[config.mk]
export PLATFORM = sky130hd
export DESIGN_NAME = tremolo_modulator_flat
export DESIGN_NICKNAME = d
export VERILOG_FILES = /design/src/rtl/gpb_audio_pkg.sv /design/src/rtl/tremolo_modulator_if.sv /design/src/rtl/tremolo_gain_calc.sv /design/src/rtl/tremolo_modulator.sv /design/src/flat_wrapper.sv
export SDC_FILE = /design/constraint.sdc
export NUM_CORES = 1
export LEC_CHECK = 0
export BUFFER_PORTS_ARGS = -buffer_cell sky130_fd_sc_hd__buf_4
export CORE_MARGIN = 4
export CORE_UTILIZATION = 35
export CTS_CLUSTER_SIZE = 20
export DETAILED_ROUTE_END_ITERATION = 10
export PLACE_DENSITY = 0.6
export SLEW_MARGIN = 0
export SYNTH_ARGS = -nofsm -noshare
export SYNTH_HDL_FRONTEND = slang
export SYNTH_SLANG_ARGS = --single-unit
export TNS_END_PERCENT = 10
[constraint.sdc]
create_clock -name CLK -period 5.75 [get_ports CLK]
set_input_delay 0.2875 -clock CLK [delete_from_list [all_inputs] [get_ports CLK]]
set_output_delay 0.2875 -clock CLK [all_outputs]
set_load 0.02 [all_outputs]
[src/rtl/gpb_audio_pkg.sv]
// Shared audio types and constants for the effect chain.
// Samples are signed Q1.15; gain is unsigned 1.16 with unity at 2^16.
package gpb_audio_pkg;

  localparam int SAMPLE_W = 16;
  localparam int LFO_W    = 16;
  localparam int DEPTH_W  = 8;

  typedef logic signed [SAMPLE_W-1:0] sample_t;
  typedef logic [LFO_W-1:0]           lfo_t;
  typedef logic [DEPTH_W-1:0]         depth_t;
  typedef logic [16:0]                gain_t;

  localparam gain_t GAIN_UNITY   = 17'h10000;
  localparam lfo_t  LFO_MAX      = '1;
  localparam int    TREM_LATENCY = 3;

endpackage

[src/rtl/tremolo_modulator_if.sv]
// Sample stream handshakes plus the modulation controls feeding the tremolo.
// The slave modport is the tremolo's view; master is the surrounding chain.
interface tremolo_modulator_if;
  import gpb_audio_pkg::*;

  logic    in_valid;
  sample_t in_sample;
  logic    in_ready;
  logic    out_valid;
  sample_t out_sample;
  logic    out_ready;
  lfo_t    lfo_val;
  depth_t  depth;
  logic    enable;

  modport master (
    output in_valid, in_sample, out_ready, lfo_val, depth, enable,
    input  in_ready, out_valid, out_sample
  );

  modport slave (
    input  in_valid, in_sample, out_ready, lfo_val, depth, enable,
    output in_ready, out_valid, out_sample
  );

endinterface

[src/rtl/tremolo_gain_calc.sv]
// Combinational tremolo gain: 1.0 - depth*(1 - lfo), in 1.16 fixed point.
// The trough with full depth still leaves 257/65536 of the signal.
module tremolo_gain_calc
  import gpb_audio_pkg::*;
(
  input  lfo_t   lfo,
  input  depth_t depth,
  input  logic   enable,
  output gain_t  gain
);

  logic [15:0] inv_next;
  logic [23:0] scaled_next;
  logic [15:0] red_next;

  always_comb begin
    inv_next    = LFO_MAX - lfo;
    scaled_next = {16'd0, depth} * {8'd0, inv_next};
    red_next    = 16'(scaled_next >> 8);
    gain        = enable ? (GAIN_UNITY - {1'b0, red_next}) : GAIN_UNITY;
  end

endmodule

[src/rtl/tremolo_modulator.sv]
// Three-stage tremolo: capture, gain calculation, multiply with round-half-up.
// A held output (valid without ready) freezes every stage at once.
module tremolo_modulator
  import gpb_audio_pkg::*;
(
  input  logic CLK,
  input  logic RESET,
  tremolo_modulator_if.slave bus
);

  localparam logic signed [33:0] ROUND_HALF = 34'sd32768;

  logic    stall;

  logic    s1_valid_reg;
  sample_t s1_sample_reg;
  lfo_t    s1_lfo_reg;
  depth_t  s1_depth_reg;
  logic    s1_enable_reg;

  logic    s2_valid_reg;
  sample_t s2_sample_reg;
  gain_t   s2_gain_reg;

  logic    s3_valid_reg;
  sample_t s3_sample_reg;

  gain_t              gain_next;
  logic signed [33:0] prod_next;
  logic signed [33:0] rounded_next;
  sample_t            out_next;

  assign stall          = s3_valid_reg & ~bus.out_ready;
  assign bus.in_ready   = ~stall;
  assign bus.out_valid  = s3_valid_reg;
  assign bus.out_sample = s3_sample_reg;

  tremolo_gain_calc u_gain_calc (
    .lfo    (s1_lfo_reg),
    .depth  (s1_depth_reg),
    .enable (s1_enable_reg),
    .gain   (gain_next)
  );

  // Gain never exceeds unity, so the rounded product always fits a sample.
  always_comb begin
    prod_next    = 34'(s2_sample_reg) * 34'($signed({1'b0, s2_gain_reg}));
    rounded_next = prod_next + ROUND_HALF;
    out_next     = sample_t'(rounded_next >>> 16);
  end

  always_ff @(posedge CLK) begin
    if (RESET) begin
      s1_valid_reg  <= 1'b0;
      s1_sample_reg <= '0;
      s1_lfo_reg    <= '0;
      s1_depth_reg  <= '0;
      s1_enable_reg <= 1'b0;
      s2_valid_reg  <= 1'b0;
      s2_sample_reg <= '0;
      s2_gain_reg   <= '0;
      s3_valid_reg  <= 1'b0;
      s3_sample_reg <= '0;
    end else if (!stall) begin
      s1_valid_reg <= bus.in_valid;
      // Modulation controls are frozen with the sample they belong to.
      if (bus.in_valid) begin
        s1_sample_reg <= bus.in_sample;
        s1_lfo_reg    <= bus.lfo_val;
        s1_depth_reg  <= bus.depth;
        s1_enable_reg <= bus.enable;
      end
      s2_valid_reg  <= s1_valid_reg;
      s2_sample_reg <= s1_sample_reg;
      s2_gain_reg   <= gain_next;
      s3_valid_reg  <= s2_valid_reg;
      s3_sample_reg <= out_next;
    end
  end

endmodule
[src/flat_wrapper.sv]
// flat-port wrapper written by rule: the top's interface ports become plain ports
module tremolo_modulator_flat import gpb_audio_pkg::*;
  (CLK, RESET, bus_in_valid, bus_in_sample, bus_out_ready, bus_lfo_val, bus_depth, bus_enable, bus_in_ready, bus_out_valid, bus_out_sample);
  tremolo_modulator_if bus_i ();
  input  logic CLK;
  input  logic RESET;
  input wire logic [$bits(bus_i.in_valid)-1:0] bus_in_valid;
  input wire logic [$bits(bus_i.in_sample)-1:0] bus_in_sample;
  input wire logic [$bits(bus_i.out_ready)-1:0] bus_out_ready;
  input wire logic [$bits(bus_i.lfo_val)-1:0] bus_lfo_val;
  input wire logic [$bits(bus_i.depth)-1:0] bus_depth;
  input wire logic [$bits(bus_i.enable)-1:0] bus_enable;
  output wire logic [$bits(bus_i.in_ready)-1:0] bus_in_ready;
  output wire logic [$bits(bus_i.out_valid)-1:0] bus_out_valid;
  output wire logic [$bits(bus_i.out_sample)-1:0] bus_out_sample;
  assign bus_i.in_valid = bus_in_valid;
  assign bus_i.in_sample = bus_in_sample;
  assign bus_i.out_ready = bus_out_ready;
  assign bus_i.lfo_val = bus_lfo_val;
  assign bus_i.depth = bus_depth;
  assign bus_i.enable = bus_enable;
  assign bus_in_ready = bus_i.in_ready;
  assign bus_out_valid = bus_i.out_valid;
  assign bus_out_sample = bus_i.out_sample;
  tremolo_modulator u_core (.CLK(CLK), .RESET(RESET), .bus(bus_i));
endmodule
# == After elaboration in Yosys (flattened, before gate mapping) ==
# Cells that the tools add are included.
# Widths: inputs -> output; s select.
# op_classes
n_addsub,3
mul,2
n_mux,1
n_bitwise,3
reduce_logical,1
# op_table
cell,count
$add 32x17->32 const B,1
$mul 16x18->32,1
$mul 8x16->24,1
$mux 17,1
$sub 17x16->17 const A,1
$sub 16x16->16 const A,1
$not 1->1,2
$reduce_and 2->1,1
$and 1x1->1,1
# word_totals
reg_bits,93
input_bits,45

# == Depth between registers and ports, before layout ==
# Gate-level depths: netlist of the first run.
# depth
word_depth,4
depth_mapped,24
depth_no_buf,23

# == Hierarchy ==
# Synthesis of the first run repeated with hierarchy kept, for this count alone.
# hier_totals
hier_cells,2034
area_unflattened_um2,16991.3
# modules_own_cells
module,n_inst,cells_each,area_per_inst_um2,seq_area_each_um2
tremolo_modulator,1,1454,12225.5,1861.8
tremolo_gain_calc,1,580,4765.8,0.0

# == Worst setup path before layout of the first run ==
# No wires, ideal clock.
# synth_path
path_type,register to register
from,register u_core.s2_sample_reg[9]
to,"register u_core.s3_sample_reg[15], in the netlist u_core.bus.out_sample[15]"
setup_time_ns,0.074
t_arrival_ns,6.152
required_ns,5.676
path_slack_ns,-0.476
stages_incl_launch_ff,23
path_buffers,2
cell_sequence,dfxtp_1 > clkbuf_1 > clkbuf_1 > nand2_1 > fa_1 > inv_1 > fa_1 > fa_1 > fa_1 > fa_1 > inv_1 > fa_1 > inv_1 > ha_1 > a211oi_1 > o21ai_0 > a211oi_1 > a211oi_1 > o21ai_1 > a21oi_1 > o31a_1 > or4_1 > a31oi_1
# synth_via
elab_chain_len,2
# synth_rtl
item,line_no,text
from (decl),tremolo_modulator.sv:22,sample_t s2_sample_reg;
from (signal assigned),tremolo_modulator.sv:74,s2_sample_reg <= s1_sample_reg;
$mul 16x18->32,tremolo_modulator.sv:47,"prod_next = 34'(s2_sample_reg) * 34'($signed({1'b0, s2_gain_reg}));"
$add 32x17->32,tremolo_modulator.sv:48,rounded_next = prod_next + ROUND_HALF;
to (signal assigned),tremolo_modulator.sv:77,s3_sample_reg <= out_next;
to (decl),tremolo_modulator.sv:26,sample_t s3_sample_reg;
# Every way passes these cells.
# A chain may end at the register's enable or synchronous reset.

# == Worst setup path after layout of the first run ==
# layout_path
from,register u_core.s2_gain_reg[6]
to,"register u_core.s3_sample_reg[12], in the netlist u_core.bus.out_sample[12]"
# layout_via
elab_chain_len,2
# layout_rtl
item,line_no,text
from (decl),tremolo_modulator.sv:23,gain_t s2_gain_reg;
from (signal assigned),tremolo_modulator.sv:75,s2_gain_reg <= gain_next;
$mul 16x18->32,tremolo_modulator.sv:47,
$add 32x17->32,tremolo_modulator.sv:48,
# Every way passes these cells.

==> metrics, run 1 <==
Synth area leaders fa_1, ha_1, dfxtp_1; total global-route track usage 0.171; H-tree depth 3; crit-path leading delay family adder cells; max FFs per register 17; crit-path cells buf_12 > and2_4 > fa_1 > inv_1 > fa_1 > fa_1 > fa_1 > inv_1 > fa_1 > inv_1 > fa_1 > inv_2 > ha_4 > a211oi_2 > nor2_1 > a211oi_2 > buf_4 > a211oi_4 > o21ai_4 > buf_6 > a21oi_2 > o21ai_2 > or3b_4 > a32o_1; Max Freq 166 MHz; CTS tree done; Post-synth ARST share 0; slew at the pin closest to its max-slew limit 0.953 ns; Core ar. 46500 sq um; multiplexer share of the synthesized area 0.00137; P_leak 9.33 nW; clock-pin slew on the worst setup and hold paths about 0.080 ns; fin. max-slew vios 0; Crit path buffers/inverters 7; register area share after synthesis 0.113; run status finished, violations left; synthesized flop and latch total 93; Hold WC Path Type input pin to register; largest family of logic cells by synthesized area adder cells; Worst VDD drop 171 uV; Fin Hold WS 0.144 ns; Horiz. Die Dim 224 um; Ant. Diodes 0; Gate power share 0.612; CP max stage delay 0.51 ns; PD cells approximately 190 nW/um^2; unrepaired setup endpoints after global routing true; Yosys top cell area share 0.354; Via density around 4.8; Psw 1.63 mW; # DRC 0; Clock Power Share 0.174; R2R depth 24; Worst Path Max Fanout 6; Die Span Y roughly 220 um; vias in the first global route 14.3k; minimum clock period 6.04 ns; Synth Area in Compound Gates 0.0828; row count between 70 and 80; Max-Cap Viols 0; largest net degree at the start of global routing 85; Final period util 1.05; 1st-iter DRT viols 617; deepest clock path buffer count 2; endpoint type of the worst setup path register; root buf cell clkbuf_16; WP depth 24; min-delay src bus_lfo_val[12]; Synth Area in Simple Gates 0.210; number of nets in the layout 2532; clock sink count 93; reg2reg start u_core.s2_gain_reg[6]; Post-Synth Adder-Cell Area 0.471; yosys warns 0; area leader, netlist fa_1; Worst R2R Setup Slack -0.29 ns; Avg WL per Cell roughly 15 um; die area 50400 sq um; cts bufs inserted 9; Worst Setup SP u_core.s2_gain_reg[6]; Sw Ratio 0.452; Crit path top cell by count fa_1; hpwl dp 33800 um; Worst R2R End u_core.bus.out_sample[12]; final setup fails 8; syn_nets 2398; Hold Vio Cnt, Final 0; number of synthesized flops with an enable pin 0; first-pass GRT wire length just over 70000 um; Antenna Nets Post-Route 0; Clk Latency, worst-skew pair 0.38 ns; CP Data Arrival Time 6.30 ns; synth unique cells 68; via count 12.9k; Ports 63; total gr overflow 0; Sequential Power Share 0.214; XOR/XNOR Fraction of Synth Area 0.0203; Final WS setup -0.287 ns; relative slew slack 0.365; Clock Skew 0.0140 ns; CP required roughly 6 ns; synthesized area 16400 sq um; failing checks setup timing; final WL a little over 40000 um; Int Pwr 1.98 mW; Critical-path top delay cell fa_1; Mapped Cells 1910; Initial Utilization 0.353; mean post-synth cell area 8.59 sq um; worst hold path endpoint u_core.s1_lfo_reg[12]; layout cells sized above 1 0.151; Final Power 3.61 mW; Setup crit start kind register; hold path depth 3; port bufs between 60 and 70; Area Growth Syn to Fin 15.7%; TritonRoute pass-1 iters 7; CP Class register to register; Finished Core Util 0.408; most common flop cell mapped by yosys dfxtp_1; GP Congestion about 0.9; antenna violations before repair 0; hold_buf cts 0
==> worst reg2reg max path: cells and delay by family, from the launching register on <==
family | cells | cell delay [ns]
adders and majority gates | 7 | 3.13
AOI/OAI and AO/OA | 7 | 1.17
buffers and inverters | 7 | 0.62
and+or+nand+nor | 3 | 0.61
DFF | 1 | 0.38
==> worst max path at each step <==
stage                                end  slack, ns
3_5_place_dp   u_core.bus.out_sample[15]      -0.48
6_report       u_core.bus.out_sample[12]      -0.29
3_3_place_gp   u_core.bus.out_sample[15]      -0.31
2_1_floorplan  u_core.bus.out_sample[15]      0.003
5_1_grt        u_core.bus.out_sample[12]      -0.55
4_1_cts        u_core.bus.out_sample[15]      -0.41
==> through the flow <==
step                setup slack (ns)  setup TNS (ns)  std cells  cell area, sq um
finish                        -0.287           -1.15       2656             19000
global route                  -0.552           -4.70       2656             19000
detailed placement            -0.476           -2.73       2628             18400
floorplan                    0.00337               0       1910             16700
CTS                           -0.414           -1.50       2647             18800
global placement              -0.312           -1.53       2628             18400
==> logic make-up after synthesis <==
family / count (synthesis)
AO/OA/AOI/OAI: 213
XOR/XNOR: 38
adder cells (fa/ha/maj): 443
buffers and inverters: 441
flip-flops: 93
multiplexers: 2
AND/OR/NAND/NOR: 680
==> Yosys cell counts (4+ instances only) <==
master and instances:
inv_1 360, nand2_1 293, fa_1 290, ha_1 153, and2_1 139, a21oi_1 99
nor2b_1 99, dfxtp_1 93, clkbuf_1 78, nor2_1 44, nand2b_1 33, o21ai_0 24
xnor2_1 23, nand3_1 19, xor2_1 15, a21o_1 13, and2b_1 9, o211ai_1 8
a211oi_1 7, nor3_1 7, a31oi_1 6, or2_2 6, or3_1 6, and3_1 5
nand4_1 5, o21a_1 5, o21ai_1 5, a22oi_1 4, o31a_1 4, o31ai_1 4
==> power by group through the flow <==
stage	Combinational (mW)	Sequential [mW]	Clock, mW
2_1_floorplan	1.53	0.761	0
3_5_place_dp	2.18	0.789	0
6_report	2.21	0.773	0.627
4_1_cts	2.20	0.773	0.641
3_3_place_gp	2.14	0.787	0
5_1_grt	2.52	0.781	0.664
==> layer usage <==
| layer | track usage | wire (um) | vias to the layer above |
|---|---|---|---|
| met3 | 0.0215 | 1190 | 70 |
| li1 | - | - | 6103 |
| met1 | 0.205 | 17200 | 6479 |
| met2 | 0.316 | 21200 | 228 |
| met5 | 0 | 0 | - |
| met4 | 0.0573 | 1260 | 0 |
==> final cells by class <==
cell class                 instances  area (sq um)
clock inverter                     7          78.8
multi-input combinational       1376         13100
tap                              607           759
inverter                         361          1360
fill                            4657         27500
sequential                        93          1940
clock buffer                       9           225
timing repair buffer             203          1550
==> layout by cell type, fill, tap and decap left out, drive strengths merged, types with 10 or more instances in the layout <==
cell type	Yosys	final
a21oi	100	100
nand2b	33	33
buf	2	203
nor2	44	44
fa	290	290
inv	360	362
a21o	13	13
xor2	15	15
o21ai	31	31
nand2	293	293
ha	153	153
nand3	19	19
dfxtp	93	93
nor2b	99	99
and2	140	140
xnor2	23	23
a211oi	10	10
==> what timing repair did <==
| action | 4_1_cts | 5_1_grt |
|---|---|---|
| pin swaps | 7 | 32 |
| gates resized for setup | 30 | 32 |
| cloned | 0 | 0 |
| setup endpoints to repair | 11 | 24 |
| setup buffers | 3 | 9 |
Note: power is estimated with default switching activity, not from simulation.
==> inputs of run 2 (changes only) <==
==> constraint.sdc (replaced) <==
create_clock -name CLK -period 4.9 [get_ports CLK]
set_input_delay 0.245 -clock CLK [delete_from_list [all_inputs] [get_ports CLK]]
set_output_delay 0.245 -clock CLK [all_outputs]
set_load 0.02 [all_outputs]
==> metrics, run 2 (synthesis results as in run 1) <==
hpwl dp 34700 um (+2.7%); TritonRoute pass-1 iters 5 (-2); relative slew slack 0.349 (-0.0154); max FFs per register 17 (unchanged); minimum clock period 5.98 ns (-0.0553 ns); Worst Path Max Fanout 6 (unchanged); endpoint type of the worst setup path register; H-tree depth 3 (unchanged); GP Congestion 0.851 (-3.7%); Core ar. 46500 sq um (unchanged); first-pass GRT wire length 72800 um (+3.3%); crit-path leading delay family adder cells; WP depth 23 (-4.2%); die area 50400 sq um (unchanged); DP Cell Count 2714 (+3.3%); final WL 41900 um (+2.3%); Finished Core Util 0.427 (+0.0181); Antenna Nets Post-Route 0 (unchanged); Via density 4.82 (-0.67%); 1st-iter DRT viols 480 (-22%); total global-route track usage 0.176 (+0.00509); crit path to u_core.bus.out_sample[14]; Layout fillers 4629 (-0.60%); Critical-path top delay cell fa_1; vias in the first global route 14.9k (+4.4%); Finished Layout Cells 2745 (+3.4%); Hold WC Path Type input pin to register; most common cell after layout, fill and taps aside inv_1; CTS tree done; cts bufs inserted 9 (unchanged); slew at the pin closest to its max-slew limit 0.976 ns (+0.0231 ns); Final Power 4.69 mW (+30%); clock-pin slew on the worst setup and hold paths 0.08 ns (about the same); Clock Skew 0.0145 ns (+0.000455 ns); setup TNS -15.59 ns (-14.45 ns); via count 13.2k (+2.7%); Worst R2R End u_core.bus.out_sample[14]; root buf cell clkbuf_16; Final period util 1.22 (+0.171); most frequent cells in the layout inv_1, nand2_1, buf_4, fa_1, ha_1; Hold Vio Cnt, Final 0 (unchanged); total gr overflow 0 (unchanged); unrepaired setup endpoints after global routing true; layout cells sized above 1 0.199 (+0.0480); Worst Setup SP u_core.s2_gain_reg[7]; Horiz. Die Dim 224 um (unchanged); CP max stage delay 0.54 ns (+0.03 ns); Worst VDD drop 172 uV (+0.83%); Worst R2R Setup Slack -1.08 ns (-0.79 ns); hold_buf cts 0 (unchanged); deepest clock path buffer count 2 (unchanged); crit-path cells buf_6 > and2_4 > fa_1 > inv_2 > fa_1 > fa_1 > fa_1 > inv_2 > fa_1 > inv_1 > fa_1 > inv_2 > ha_4 > a211oi_2 > nor2_1 > a211oi_2 > buf_4 > a211oi_4 > o21ai_4 > a21oi_2 > o31a_1 > or3_1 > a32o_1; P_leak 9.80 nW (+5.0%); CP required 5.17 ns (-0.85 ns); Die Span Y 224 um (unchanged); Clk Latency, worst-skew pair 0.38 ns (about the same); dpl ws -1.39 ns (-0.909 ns); row count 79 (unchanged); Avg WL per Cell 15.2 um (-0.97%); number of nets in the layout 2621 (+3.5%); # DRC 0 (unchanged); fin. max-slew vios 0 (unchanged); Crit path top cell by count fa_1; final setup fails 28 (+20); port bufs 62 (unchanged); Area Growth Syn to Fin 20.8%; Initial Utilization 0.353 (unchanged); Final WS setup -1.08 ns (-0.795 ns); Crit path buffers/inverters 6 (-1); largest net degree at the start of global routing 85 (unchanged); antenna violations before repair 0 (unchanged); R2R depth 23 (-4.2%); CP Class register to register; PD cells 237 nW/um^2 (+24%); clock sink count 93 (unchanged); failing checks setup timing; CP Data Arrival Time 6.25 ns (-0.05 ns); Max Freq 167 MHz (+0.92%); Max-Cap Viols 0 (unchanged); reg2reg start u_core.s2_gain_reg[7]; run status finished, violations left; Ant. Diodes 0 (unchanged); Ports 63 (unchanged); Setup crit start kind register
[run 2: worst register-to-register path: stages (launching register included)]
cell and delay (ns):
dfxtp_4 0.38, buf_6 0.13, and2_4 0.15, fa_1 0.54, inv_2 0.04, fa_1 0.52
fa_1 0.43, fa_1 0.51, inv_2 0.04, fa_1 0.47, inv_1 0.05, fa_1 0.49
inv_2 0.05, ha_4 0.22, a211oi_2 0.17, nor2_1 0.07, a211oi_2 0.19, buf_4 0.16
a211oi_4 0.09, o21ai_4 0.21, a21oi_2 0.08, o31a_1 0.30, or3_1 0.33, a32o_1 0.26
[run 2: worst min path at each step]
stage                              from  slack, ns  cells past startpoint                        to
2_1_floorplan          bus_in_sample[0]       0.38                      2   u_core.s1_sample_reg[0]
3_3_place_gp   u_core.s1_sample_reg[11]       0.44                      2  u_core.s2_sample_reg[11]
3_5_place_dp   u_core.bus.out_sample[3]       0.45                      2  u_core.bus.out_sample[3]
4_1_cts                 bus_lfo_val[14]       0.08                      3     u_core.s1_lfo_reg[14]
5_1_grt                  bus_lfo_val[5]        0.1                      3      u_core.s1_lfo_reg[5]
6_report                   bus_depth[2]        0.1                      3    u_core.s1_depth_reg[2]
[run 2: final cells by class]
type | instances | area (sq um) | area share
Timing Repair Buffer | 292 | 2220 | 0.112
Sequential cell | 93 | 1930 | 0.0974
Tap cell | 607 | 759 | 0.0383
Clock inverter | 7 | 76.3 | 0.00385
Multi-Input combinational cell | 1376 | 13200 | 0.668
Inverter | 361 | 1360 | 0.0684
Clock buffer | 9 | 225 | 0.0114
[run 2: power by group]
group / leakage, nW / internal, mW / switching [mW] / total [mW]
clock network: 0.142 / 0.364 / 0.391 / 0.755
registers: 0.777 / 0.810 / 0.0751 / 0.885
logic: 8.88 / 1.47 / 1.57 / 3.05
[run 2: stage by stage]
stage / area [sq um] / hold WS (ns)
floorplan: 16800 / 0.381
global placement: 19100 / 0.444
detailed placement: 19100 / 0.445
CTS: 19700 / 0.0778
global route: 19800 / 0.0959
finish: 19800 / 0.0966
[run 2: what timing repair did]
item | CTS | global route
buffers inserted | 15 | 3
pin swaps | 18 | 9
setup endpoints to repair | 30 | 31
resized for setup | 48 | 34
endpoints found under the hold margin | 0 | 0
[run 2: per-layer routing]
metal | up-vias | wire [um] | global-route usage
li1 | 6269 | - | -
met3 | 62 | 818 | 0.0161
met5 | - | 0 | 0
met2 | 166 | 22100 | 0.330
met1 | 6726 | 17900 | 0.214
met4 | 0 | 1060 | 0.0516
